**src/rtl/l1_trigger_pkg.sv**
```systemverilog
// Shared widths, event record layout and dead-time FSM encoding for the L1 readout path.
// Latency: n/a (types and constants only).
// Backpressure: n/a.
package l1_trigger_pkg;

  localparam int SAMPLE_W = 8;
  localparam int BX_W     = 16;
  localparam int DROP_W   = 8;
  localparam int ACC_W    = 16;
  localparam int DEAD_W   = 8;

  // One captured event, bx in the top bits so raw FIFO words sort by crossing.
  typedef struct packed {
    logic        [BX_W-1:0]     bx;
    logic signed [SAMPLE_W-1:0] energy;
    logic signed [SAMPLE_W-1:0] isol;
  } event_t;

  localparam int EVENT_W = $bits(event_t);

  typedef enum logic {
    ARMED = 1'b0,
    DEAD  = 1'b1
  } state_t;

  // Saturating increment for the drop counter; sticks at all-ones.
  function automatic logic [DROP_W-1:0] sat_inc(input logic [DROP_W-1:0] v);
    return (&v) ? v : v + 1'b1;
  endfunction

endpackage

```
**src/rtl/sync_fifo.sv**
```systemverilog
// Generic first-word-fall-through FIFO with full/empty flags.
// Latency: a word written at edge e is visible on rd_dat in the cycle after e.
// Backpressure: writes are dropped while full (even with a same-cycle read); reads while empty are ignored.
module sync_fifo #(
  parameter int WIDTH = 32,
  parameter int DEPTH = 8
) (
  input  logic             clk,
  input  logic             rst,
  input  logic             wr_vld,
  input  logic [WIDTH-1:0] wr_dat,
  input  logic             rd_rdy,
  output logic [WIDTH-1:0] rd_dat,
  output logic             full,
  output logic             empty
);

  localparam int AW = $clog2(DEPTH);

  logic [WIDTH-1:0] mem [DEPTH];
  logic [AW:0]      wr_ptr;
  logic [AW:0]      rd_ptr;
  logic             do_wr;
  logic             do_rd;

  // Extra pointer bit tells full from empty when the index bits match.
  assign full   = (wr_ptr[AW] != rd_ptr[AW]) && (wr_ptr[AW-1:0] == rd_ptr[AW-1:0]);
  assign empty  = (wr_ptr == rd_ptr);
  assign do_wr  = wr_vld & ~full;
  assign do_rd  = rd_rdy & ~empty;
  assign rd_dat = mem[rd_ptr[AW-1:0]];

  // Pointer and storage update; storage is cleared so the head reads zero after reset.
  always_ff @(posedge clk) begin
    if (rst) begin
      wr_ptr <= '0;
      rd_ptr <= '0;
      for (int i = 0; i < DEPTH; i++) mem[i] <= '0;
    end else begin
      if (do_wr) begin
        mem[wr_ptr[AW-1:0]] <= wr_dat;
        wr_ptr              <= wr_ptr + 1'b1;
      end
      if (do_rd) rd_ptr <= rd_ptr + 1'b1;
    end
  end

endmodule

```
**src/rtl/l1_readout_capture.sv**
```systemverilog
// Aligns raw per-crossing samples to the L1 decision and captures accepted triggers into an event FIFO.
// Latency: trigger in cycle t pushes at the edge ending t; event valid on out_* in cycle t+1.
// Backpressure: out_valid/out_ready drain; a trigger arriving with the FIFO full is dropped and counted.
module l1_readout_capture
  import l1_trigger_pkg::*;
#(
  parameter int TRIG_LATENCY = 3,
  parameter int DEAD_CYCLES  = 4,
  parameter int FIFO_DEPTH   = 8
) (
  input  logic                       clk,
  input  logic                       rst,
  input  logic signed [SAMPLE_W-1:0] energy,
  input  logic signed [SAMPLE_W-1:0] isol,
  input  logic                       trigger,
  output logic                       out_valid,
  input  logic                       out_ready,
  output logic        [BX_W-1:0]     out_bx,
  output logic signed [SAMPLE_W-1:0] out_energy,
  output logic signed [SAMPLE_W-1:0] out_isol,
  output logic                       busy,
  output logic                       overflow,
  output logic        [ACC_W-1:0]    accept_count,
  output logic        [DROP_W-1:0]   drop_count
);

  logic        [BX_W-1:0]     bx;
  logic        [BX_W-1:0]     bx_dly [TRIG_LATENCY];
  logic signed [SAMPLE_W-1:0] e_dly  [TRIG_LATENCY];
  logic signed [SAMPLE_W-1:0] i_dly  [TRIG_LATENCY];

  state_t            state;
  logic [DEAD_W-1:0] dead_cnt;
  logic              fifo_full;
  logic              fifo_empty;
  logic              accept;
  logic              drop;
  event_t            cap_evt;
  event_t            head_evt;

  // Crossing counter and the matching delay lines; the last stage lines up with trigger.
  always_ff @(posedge clk) begin
    if (rst) begin
      bx <= '0;
      for (int k = 0; k < TRIG_LATENCY; k++) begin
        bx_dly[k] <= '0;
        e_dly[k]  <= '0;
        i_dly[k]  <= '0;
      end
    end else begin
      bx        <= bx + 1'b1;
      bx_dly[0] <= bx;
      e_dly[0]  <= energy;
      i_dly[0]  <= isol;
      for (int k = 1; k < TRIG_LATENCY; k++) begin
        bx_dly[k] <= bx_dly[k-1];
        e_dly[k]  <= e_dly[k-1];
        i_dly[k]  <= i_dly[k-1];
      end
    end
  end

  assign cap_evt = {bx_dly[TRIG_LATENCY-1], e_dly[TRIG_LATENCY-1], i_dly[TRIG_LATENCY-1]};
  assign accept  = trigger & (state == ARMED) & ~fifo_full;
  assign drop    = trigger & (state == ARMED) & fifo_full;
  assign busy    = (state == DEAD) | fifo_full;

  // Dead-time FSM: an accept blocks the next DEAD_CYCLES triggers; drops never start dead time.
  always_ff @(posedge clk) begin
    if (rst) begin
      state    <= ARMED;
      dead_cnt <= '0;
    end else begin
      case (state)
        ARMED: begin
          if (accept && (DEAD_CYCLES > 0)) begin
            state    <= DEAD;
            dead_cnt <= DEAD_W'(DEAD_CYCLES);
          end
        end
        DEAD: begin
          dead_cnt <= dead_cnt - 1'b1;
          if (dead_cnt <= 1) state <= ARMED;
        end
        default: state <= ARMED;
      endcase
    end
  end

  // Accept counter wraps, drop counter saturates, overflow stays set until reset.
  always_ff @(posedge clk) begin
    if (rst) begin
      accept_count <= '0;
      drop_count   <= '0;
      overflow     <= 1'b0;
    end else begin
      if (accept) accept_count <= accept_count + 1'b1;
      if (drop) begin
        drop_count <= sat_inc(drop_count);
        overflow   <= 1'b1;
      end
    end
  end

  sync_fifo #(
    .WIDTH (EVENT_W),
    .DEPTH (FIFO_DEPTH)
  ) u_fifo (
    .clk    (clk),
    .rst    (rst),
    .wr_vld (accept),
    .wr_dat (cap_evt),
    .rd_rdy (out_ready),
    .rd_dat (head_evt),
    .full   (fifo_full),
    .empty  (fifo_empty)
  );

  assign out_valid  = ~fifo_empty;
  assign out_bx     = head_evt.bx;
  assign out_energy = head_evt.energy;
  assign out_isol   = head_evt.isol;

endmodule
```
**config.mk**
```make
export PLATFORM = sky130hd
export DESIGN_NAME = l1_readout_capture
export DESIGN_NICKNAME = d
export VERILOG_FILES = /design/src/rtl/l1_trigger_pkg.sv /design/src/rtl/sync_fifo.sv /design/src/rtl/l1_readout_capture.sv
export SDC_FILE = /design/constraint.sdc
export NUM_CORES = 1
export LEC_CHECK = 0
export BUFFER_PORTS_ARGS = -buffer_cell sky130_fd_sc_hd__buf_4
export CAP_MARGIN = 10
export CORE_AREA = 10 10 231 233
export DETAILED_ROUTE_END_ITERATION = 16
export DIE_AREA = 0 0 241 243
export SKIP_CTS_REPAIR_TIMING = 1
export SYNTH_ARGS = -nofsm -noshare
export SYNTH_HDL_FRONTEND = slang
export SYNTH_SLANG_ARGS = --single-unit
```
**constraint.sdc**
```tcl
create_clock -name clk -period 6.95 [get_ports clk]
set_input_delay 1.0425 -clock clk [delete_from_list [all_inputs] [get_ports clk]]
set_output_delay 1.0425 -clock clk [all_outputs]
set_load 0.01 [all_outputs]
```
Word-level counts from Yosys, hierarchy flattened

Memory sizes are Yosys's and may differ from the RTL's. A register that Yosys moved wholly into a read port is not among the register bits.
Cells that the tools add are included.

Equality and inequality tests: 4
Multiplexer cells: 25
Add/sub/neg operators: 6
Bitwise logic cells: 19
Order comparisons: 1
Reductions and logical operators: 4

Operators by type and width:

| operator                                                                          | number |
|---|---|
| 8-bit two-way mux                                                                 | 7 |
| 16-bit two-way mux                                                                | 3 |
| 16-bit by 1-bit adder with 16-bit output (second input constant)                  | 2 |
| 32-bit two-way mux                                                                | 1 |
| 32-bit OR reduction                                                               | 1 |
| 8-bit case mux with 2 select lines                                                | 1 |
| 1-bit OR                                                                          | 10 |
| 1-bit two-way mux                                                                 | 9 |
| 3-bit two-way mux                                                                 | 3 |
| 4-bit by 1-bit adder with 4-bit output (second input constant)                    | 2 |
| 8-bit by 1-bit adder with 8-bit output (second input constant)                    | 1 |
| 8-bit by 1-bit less-or-equal comparator with 1-bit output (second input constant) | 1 |
| 8-bit AND reduction                                                               | 1 |
| 8-bit by 1-bit subtractor with 8-bit output (second input constant)               | 1 |
| 1-bit bitwise AND                                                                 | 5 |
| 4-bit == test                                                                     | 1 |
| 1-bit NOT                                                                         | 4 |
| 3-bit == test                                                                     | 1 |
| 2-bit by 1-bit != test with 1-bit output (second input constant)                  | 1 |
| 1-bit case mux with 2 select lines                                                | 1 |
| 2-bit AND reduction                                                               | 1 |
| 1-bit logical AND                                                                 | 1 |
| 1-bit != test                                                                     | 1 |

Memories kept: 4
Memory bits (writable): 352
Bits of input ports: 20
Register bits: 58
Output and inout port bits: 59
Word-level logic and storage cells: 71

Memory list:

| name       | words | width | read ports | clocked after memory_dff | write ports | line                     | text |
|---|---|---|---|---|---|---|---|
| u_fifo.mem | 8     | 32    | 1          | 1                        | 8           | sync_fifo.sv:20          | `logic [WIDTH-1:0] mem [DEPTH];` |
| bx_dly     | 3     | 16    | 3          | 0                        | 3           | l1_readout_capture.sv:28 | `logic [BX_W-1:0] bx_dly [TRIG_LATENCY];` |
| e_dly      | 3     | 8     | 3          | 0                        | 3           | l1_readout_capture.sv:29 | `logic signed [SAMPLE_W-1:0] e_dly [TRIG_LATENCY];` |
| i_dly      | 3     | 8     | 3          | 0                        | 3           | l1_readout_capture.sv:30 | `logic signed [SAMPLE_W-1:0] i_dly [TRIG_LATENCY];` |

Logic depth before layout (Yosys ltp)

Gate-level depths: netlist of run 1.

Depth after elaboration: 10
Depth in mapped cells: 8
Gate-level depth less buffers: 5

Hierarchy

A second synthesis of run 1 with hierarchy kept.

Cell total of the unflattened synthesis: 1278
Area total of the unflattened synthesis: 16946.3 µm²

Modules (own cells, without submodules):

| module             | times used | area an instance (µm²) | seq. area each (µm²) | cells an instance |
|---|---|---|---|---|
| sync_fifo          | 1          | 12101.6                | 7907.6               | 811 |
| l1_readout_capture | 1          | 4844.6                 | 2922.8               | 467 |

Worst setup path after synthesis of run 1

Ideal clock, no wire load.

Path type: input to register
Start: in trigger
End: mem u_fifo.mem[7][0], enable pin
Arrival time: 4.215 ns
Slack: 2.269 ns
Library setup time: 0.466 ns
Required time: 6.484 ns
Cell stages on the path: 7
Cell sequence: nor2b_1 > clkbuf_2 > o41ai_4 > buf_4 > buf_6 > buf_6 > o21ai_0

RTL lines:

| element            | line                     | text |
|---|---|---|
| start: declaration | l1_readout_capture.sv:15 | `input logic trigger,` |
| end: declaration   | sync_fifo.sv:20          |  |

==> results.sh, run 1 <==
export IMPL_grt_max_degree=68
export IMPL_layout_drive_gt1_share_pct=21.9
export IMPL_power_leakage_uw=0.00700
export IMPL_dr_pass1_iters=5
export IMPL_yosysTopAreaCell="edfxtp_1"
export IMPL_rows=81
export IMPL_cts_sinks=413
export IMPL_chipHeight_um=243
export IMPL_portBuffers=78
export IMPL_criticalPathCategory="flop to output pin"
export IMPL_met2RoutedLength_um=17100
export IMPL_synth_cell_types=49
export IMPL_cp_arrival_ns=3.18
export IMPL_rsz0062_at_grt="no"
export IMPL_wirelength_um=34800
export IMPL_syn_avg_cell_area_um2=14.1
export IMPL_highest_layer="met4"
export IMPL_drtIter0Drc=471
export IMPL_drc=0
export IMPL_ios=79
export IMPL_synth_area_leaders="edfxtp_1 46%, dfxtp_1 19%, and2_1 9.6%, mux4_2 8.6%, nor2b_1 3.9%"
export IMPL_synth_edf_count=256
export IMPL_path_cells="buf_4, mux4_2, mux2_2, buf_4"
export IMPL_period_needed_ns=4.22
export IMPL_synthesis_nets=1225
export IMPL_overflow=0
export IMPL_die_area_mm2=0.0586
export IMPL_clk_path_buf_depth=3
export IMPL_maxCapViolations=0
export IMPL_clock_skew_ns=0.0202
export IMPL_antenna_found_initial=0
export IMPL_drv_slew=0
export IMPL_synth_seq_cells=413
export IMPL_worstSkewPairLatency_ns=0.55
export IMPL_netlist_area_mm2=0.0168
export IMPL_path_clk_slew_ns=0.06
export IMPL_outcome="completed"
export IMPL_ys_warnings_count=0
export IMPL_hp_start="e_dly[0][0]"
export IMPL_end_kind="output pin"
export IMPL_drtAntennaViolNets=0
export IMPL_first_global_vias=9414
export IMPL_critPathLaunchType="flop"
export IMPL_finalNetCount=1292
export IMPL_core_mm2=0.0486
export IMPL_met3WireLength_um=1450
export IMPL_max_slew_margin_pct=25.2
export IMPL_timing_final_hold_violations=0
export IMPL_max_clock_freq_mhz=237
export IMPL_cts_buffers_inserted=43
export IMPL_critPathMostFrequentCell="buf_4"
export IMPL_ir_drop_v=0.000170
export IMPL_period_share_pct=60.7
export IMPL_crit_path_max_incr_delay_ns=0.77
export IMPL_track_usage_pct=11.9
export IMPL_start_util_pct=34.6
export IMPL_cts_tree="built"
export IMPL_pwr_density_cell_mw_per_mm2=284
export IMPL_drt_vias_per_instance=4.75
export IMPL_cts_root_buf="clkbuf_16"
export IMPL_yosysSeqAreaShare_pct=64.3
export IMPL_utilization_pct=39.9
export IMPL_ys_flop_type="edfxtp_1"
export IMPL_synthToLayoutAreaGrowth_pct=15.2
export IMPL_reg2reg_from="u_fifo.wr_ptr[1]"
export IMPL_wl_met1_um=15700
export IMPL_grt_pass1_wl_um=55000
export IMPL_die_w_um=241
export IMPL_worstPathMaxFanout=40
export IMPL_hold_class="flop to flop"
export IMPL_setup_viol=0
export IMPL_cp_slowest_cell="buf_4"
export IMPL_wl_per_cell_um=18.1
export IMPL_synthCells=1198
export IMPL_routed_via_count=9133
export IMPL_tightest_slew_ns=1.12
export IMPL_synth_async_reset_ratio_pct=0
export IMPL_diodes=0
export IMPL_htreeDepth=2
export IMPL_place_gp_congestion=0.760
export IMPL_crit_required_ns=5.91
export IMPL_yosysTopAreaCellShare_pct=45.7
export IMPL_dpl_hpwl_um=21300
export IMPL_tns_ns=0
[Yosys cell counts, drive strengths merged (7+ instances only)]
library cell    n
or3            12
or2            11
a21oi          28
nor2           31
nor3            7
and2          258
nand2          18
xor2           11
or4            12
o31ai          10
nor2b         106
nor4            9
mux4           64
mux2           42
clkbuf         54
edfxtp        256
dfxtp         157
ha              7
nand3          24
nand4           7
inv             9
buf            16
o21ai          12
[through the flow]
step	total power (µW)	cells	cell area [µm²]	setup WS, ns	hold slack, ns
after floorplan	3200	1198	16800	2.27	0.414
final	5510	1921	19400	2.73	0.432
after global placement	3410	1842	18100	2.95	0.417
after global routing	5730	1921	19400	2.49	0.450
after detailed placement	3420	1842	18100	2.92	0.424
after CTS	5590	1921	19400	2.60	0.437
[path summary, 6_finish.rpt]
check | end | slack, ns | cells after the start
hold / removal | e_dly[0][8] | 0.43 | 1
setup reg to reg | u_fifo.mem[0][22] | 3.58 | 6
setup / recovery | out_isol[5] | 2.73 | 4
hold reg to reg | e_dly[0][8] | 0.43 | 1
[final cells by class]
cell class                      count  area [µm²]
Multi-Input combinational cell    706        5730
Tap cell                          622         778
Timing Repair Buffer               92         691
Inverter                            9        33.8
Fill cell                        4513       29300
Sequential cell                   413       10800
Clock inverter                     13        86.3
Clock buffer                       66        1240
[sequential cells by signal, summed over array words and instances, names as in the netlist, named ones only]
name           flops
drop_count         8
overflow           1
e_dly             24
bx_dly            48
u_fifo.mem       256
u_fifo.rd_ptr      4
state              1
i_dly             24
dead_cnt           8
accept_count      16
bx                16
u_fifo.wr_ptr      4
[cells in the final DEF, fill, tap and decap left out, types with 3 or more instances in the layout]
cell type  netlist  final
mux2_2          42     42
inv_1            9      9
a21oi_1         28     28
nand4_1          7      7
nor2b_1        106    106
nor4_1           9      7
nor3_1           7      3
nand2b_1         5      5
or3_1           12     12
or4_1           11     11
nand3_1         24     24
ha_1             7      7
o21ai_0         12     11
and2_1         258    258
clkbuf_8         0      3
clkbuf_16        0     45
mux4_2          64     64
and4_1           4      4
dfxtp_1        157    154
mux2i_1          3      3
xor2_1          11     11
nand2_1         18     18
nor3_2           0      4
clkinv_2         0      7
o31ai_1         10     10
clkbuf_1        53     17
buf_4            2     92
edfxtp_1       256    256
or2_2           11     11
xnor2_1          5      5
nor2_1          31     31
[power by group]
group	total, µW	internal [µW]	switching (µW)
registers	2760	2690	73.7
logic	587	303	283
clock network	2160	1230	925
total	5510	4220	1280
[metal layers]
layer,global-route usage [%],up-vias
li1,-,4430
met1,15.7,4525
met2,19.5,140
met3,2.30,38
met4,3.07,0
met5,0,-
[logic make-up (layout without fill, tap and decap cells)]
logic type | count (synthesis) | after routing | synth area share [%]
adders and majority gates | 7 | 7 | 0.520
muxes | 109 | 109 | 11.6
and+or+nand+nor | 511 | 511 | 18.3
DFF | 413 | 413 | 64.3
buffers and inverters | 79 | 180 | 2.00
xor gates and xnor gates | 16 | 16 | 0.833
AOI/OAI and AO/OA | 63 | 63 | 2.41
[worst max-delay path: cells and delay by family (launching register included)]
kind | cells | cell delay (ns)
buffers and inverters | 2 | 0.93
DFF | 1 | 0.71
muxes | 2 | 0.97
No activity file was read; power rests on OpenSTA's default activity.
==> inputs of run 2 (changes only) <==
Clock period 6.95 ns to 3.7 ns, I/O delays scaled along.
==> results.sh, run 2 (same netlist as run 1, synthesis figures left out) <==
export IMPL_outcome="completed"
export IMPL_dr_pass1_iters=5
export IMPL_cts_root_buf="clkbuf_16"
export IMPL_period_share_pct=83.1
export IMPL_rr_worst_depth=5
export IMPL_layout_common_cells="258 x and2_1, 256 x edfxtp_1, 154 x dfxtp_1"
export IMPL_cts_tree="built"
export IMPL_tns_ns=0
export IMPL_end_kind="output pin"
export IMPL_place_ws_ns=0.790
export IMPL_htreeDepth=2
export IMPL_cp_arrival_ns=2.52
export IMPL_place_gp_congestion=0.769
export IMPL_path_clk_slew_ns=0.06
export IMPL_grt_pass1_wl_um=56100
export IMPL_layout_commonest_cell="and2_1"
export IMPL_clk_path_buf_depth=3
export IMPL_drtAntennaViolNets=0
export IMPL_ios=79
export IMPL_largest_register_ffs=256
export IMPL_layout_drive_gt1_share_pct=22.9
export IMPL_diodes=0
export IMPL_die_area_mm2=0.0586
export IMPL_grt_max_degree=141
export IMPL_track_usage_pct=12.2
export IMPL_drc=0
export IMPL_min_path_cells=2
export IMPL_met3WireLength_um=1550
export IMPL_drv_slew=0
export IMPL_worstSkewPairLatency_ns=0.54
export IMPL_portBuffers=78
export IMPL_pwr_density_cell_mw_per_mm2=540
export IMPL_timing_final_hold_violations=0
export IMPL_rows=81
export IMPL_register_area_mm2=0.0108
export IMPL_core_mm2=0.0486
export IMPL_start_util_pct=34.6
export IMPL_period_needed_ns=3.07
export IMPL_overflow=0
export IMPL_die_w_um=241
export IMPL_max_slew_margin_pct=31.3
export IMPL_multi_input_area_mm2=0.00573
export IMPL_final_area_mm2=0.0196
export IMPL_wl_met1_um=16000
export IMPL_chipHeight_um=243
export IMPL_drtIter0Drc=622
export IMPL_setup_ws_ns=0.626
export IMPL_antenna_found_initial=0
export IMPL_max_clock_freq_mhz=325
export IMPL_criticalPathCategory="flop to output pin"
export IMPL_dpl_instance_area_mm2=0.0182
export IMPL_critPathLaunchType="flop"
export IMPL_dpl_hpwl_um=21600
export IMPL_cts_buffers_inserted=43
export IMPL_rsz0062_at_grt="no"
export IMPL_wirelength_um=35400
export IMPL_synthToLayoutAreaGrowth_pct=16.6
export IMPL_fillers=4492
export IMPL_top_register="u_fifo.mem"
export IMPL_power_leakage_uw=0.00712
export IMPL_tightest_slew_ns=1.03
export IMPL_crit_required_ns=3.14
export IMPL_wl_per_cell_um=18.3
export IMPL_first_global_vias=9523
export IMPL_cts_sinks=413
export IMPL_met2RoutedLength_um=17200
export IMPL_routed_via_count=9205
export IMPL_hold_class="input pin to flop"
export IMPL_worstPathMaxFanout=23
export IMPL_highest_layer="met4"
export IMPL_maxCapViolations=0
export IMPL_finalNetCount=1299
export IMPL_ir_drop_v=0.000280
export IMPL_setup_viol=0
export IMPL_clock_skew_ns=0.0182
export IMPL_drt_vias_per_instance=4.77
export IMPL_top_regs="u_fifo.mem: 256 flops, bx_dly: 48 flops"
run 2: cell types whose count changed in the layout (fill, tap and decap cells not counted), sizes merged:
| cell | delta |
|---|---|
| bufinv | +2 |
| clkbuf | -9 |
| inv | -1 |
| clkinv | +8 |
| buf | +7 |
run 2: stage by stage:
step	hold slack, ns	instances	util, %	total power (µW)
floorplan	0.414	1198	-	6000
global placement	0.420	1849	37.4	6470
CTS	0.208	1928	40.3	10700
finish	0.236	1928	40.3	10600
global route	0.218	1928	40.3	11000
detailed placement	0.420	1849	37.4	6480
run 2: worst paths after layout:
| check | startpoint | to | slack (ns) |
|---|---|---|---|
| setup reg to reg | u_fifo.wr_ptr[1] | u_fifo.mem[7][9] | 0.79 |
| hold / removal | energy[1] | e_dly[0][1] | 0.24 |
| setup / recovery | flop | out_isol[4] | 0.63 |
| hold reg to reg | bx_dly[0][2] | bx_dly[0][18] | 0.43 |
run 2: layout make-up:
type / count / area share (%)
sequential: 413 / 55.2
timing repair buffer: 99 / 4.23
clock buffer: 57 / 6.38
inverter: 9 / 0.172
clock inverter: 22 / 0.816
tap: 622 / 3.97
multi-input combinational: 706 / 29.2
run 2: power breakdown:
part	leakage, µW	internal [µW]	total, µW	switching [µW]
sequential	0.00393	5050	5180	136
combinational	0.00248	605	1150	550
clock	0.000706	2520	4260	1740
run 2: routing by layer:
layer  global-route usage, %  vias to the layer above
met3                    2.16                       42
met1                    16.1                     4568
met4                    3.33                        0
met2                    20.1                      157
li1                        -                     4438
met5                       0                        -
run 2: worst max-delay path: stages, from the launching register on:
cell and delay [ns]:
dfxtp_4 0.61, buf_12 0.29, mux4_2 0.56, mux2_2 0.33
buf_4 0.16
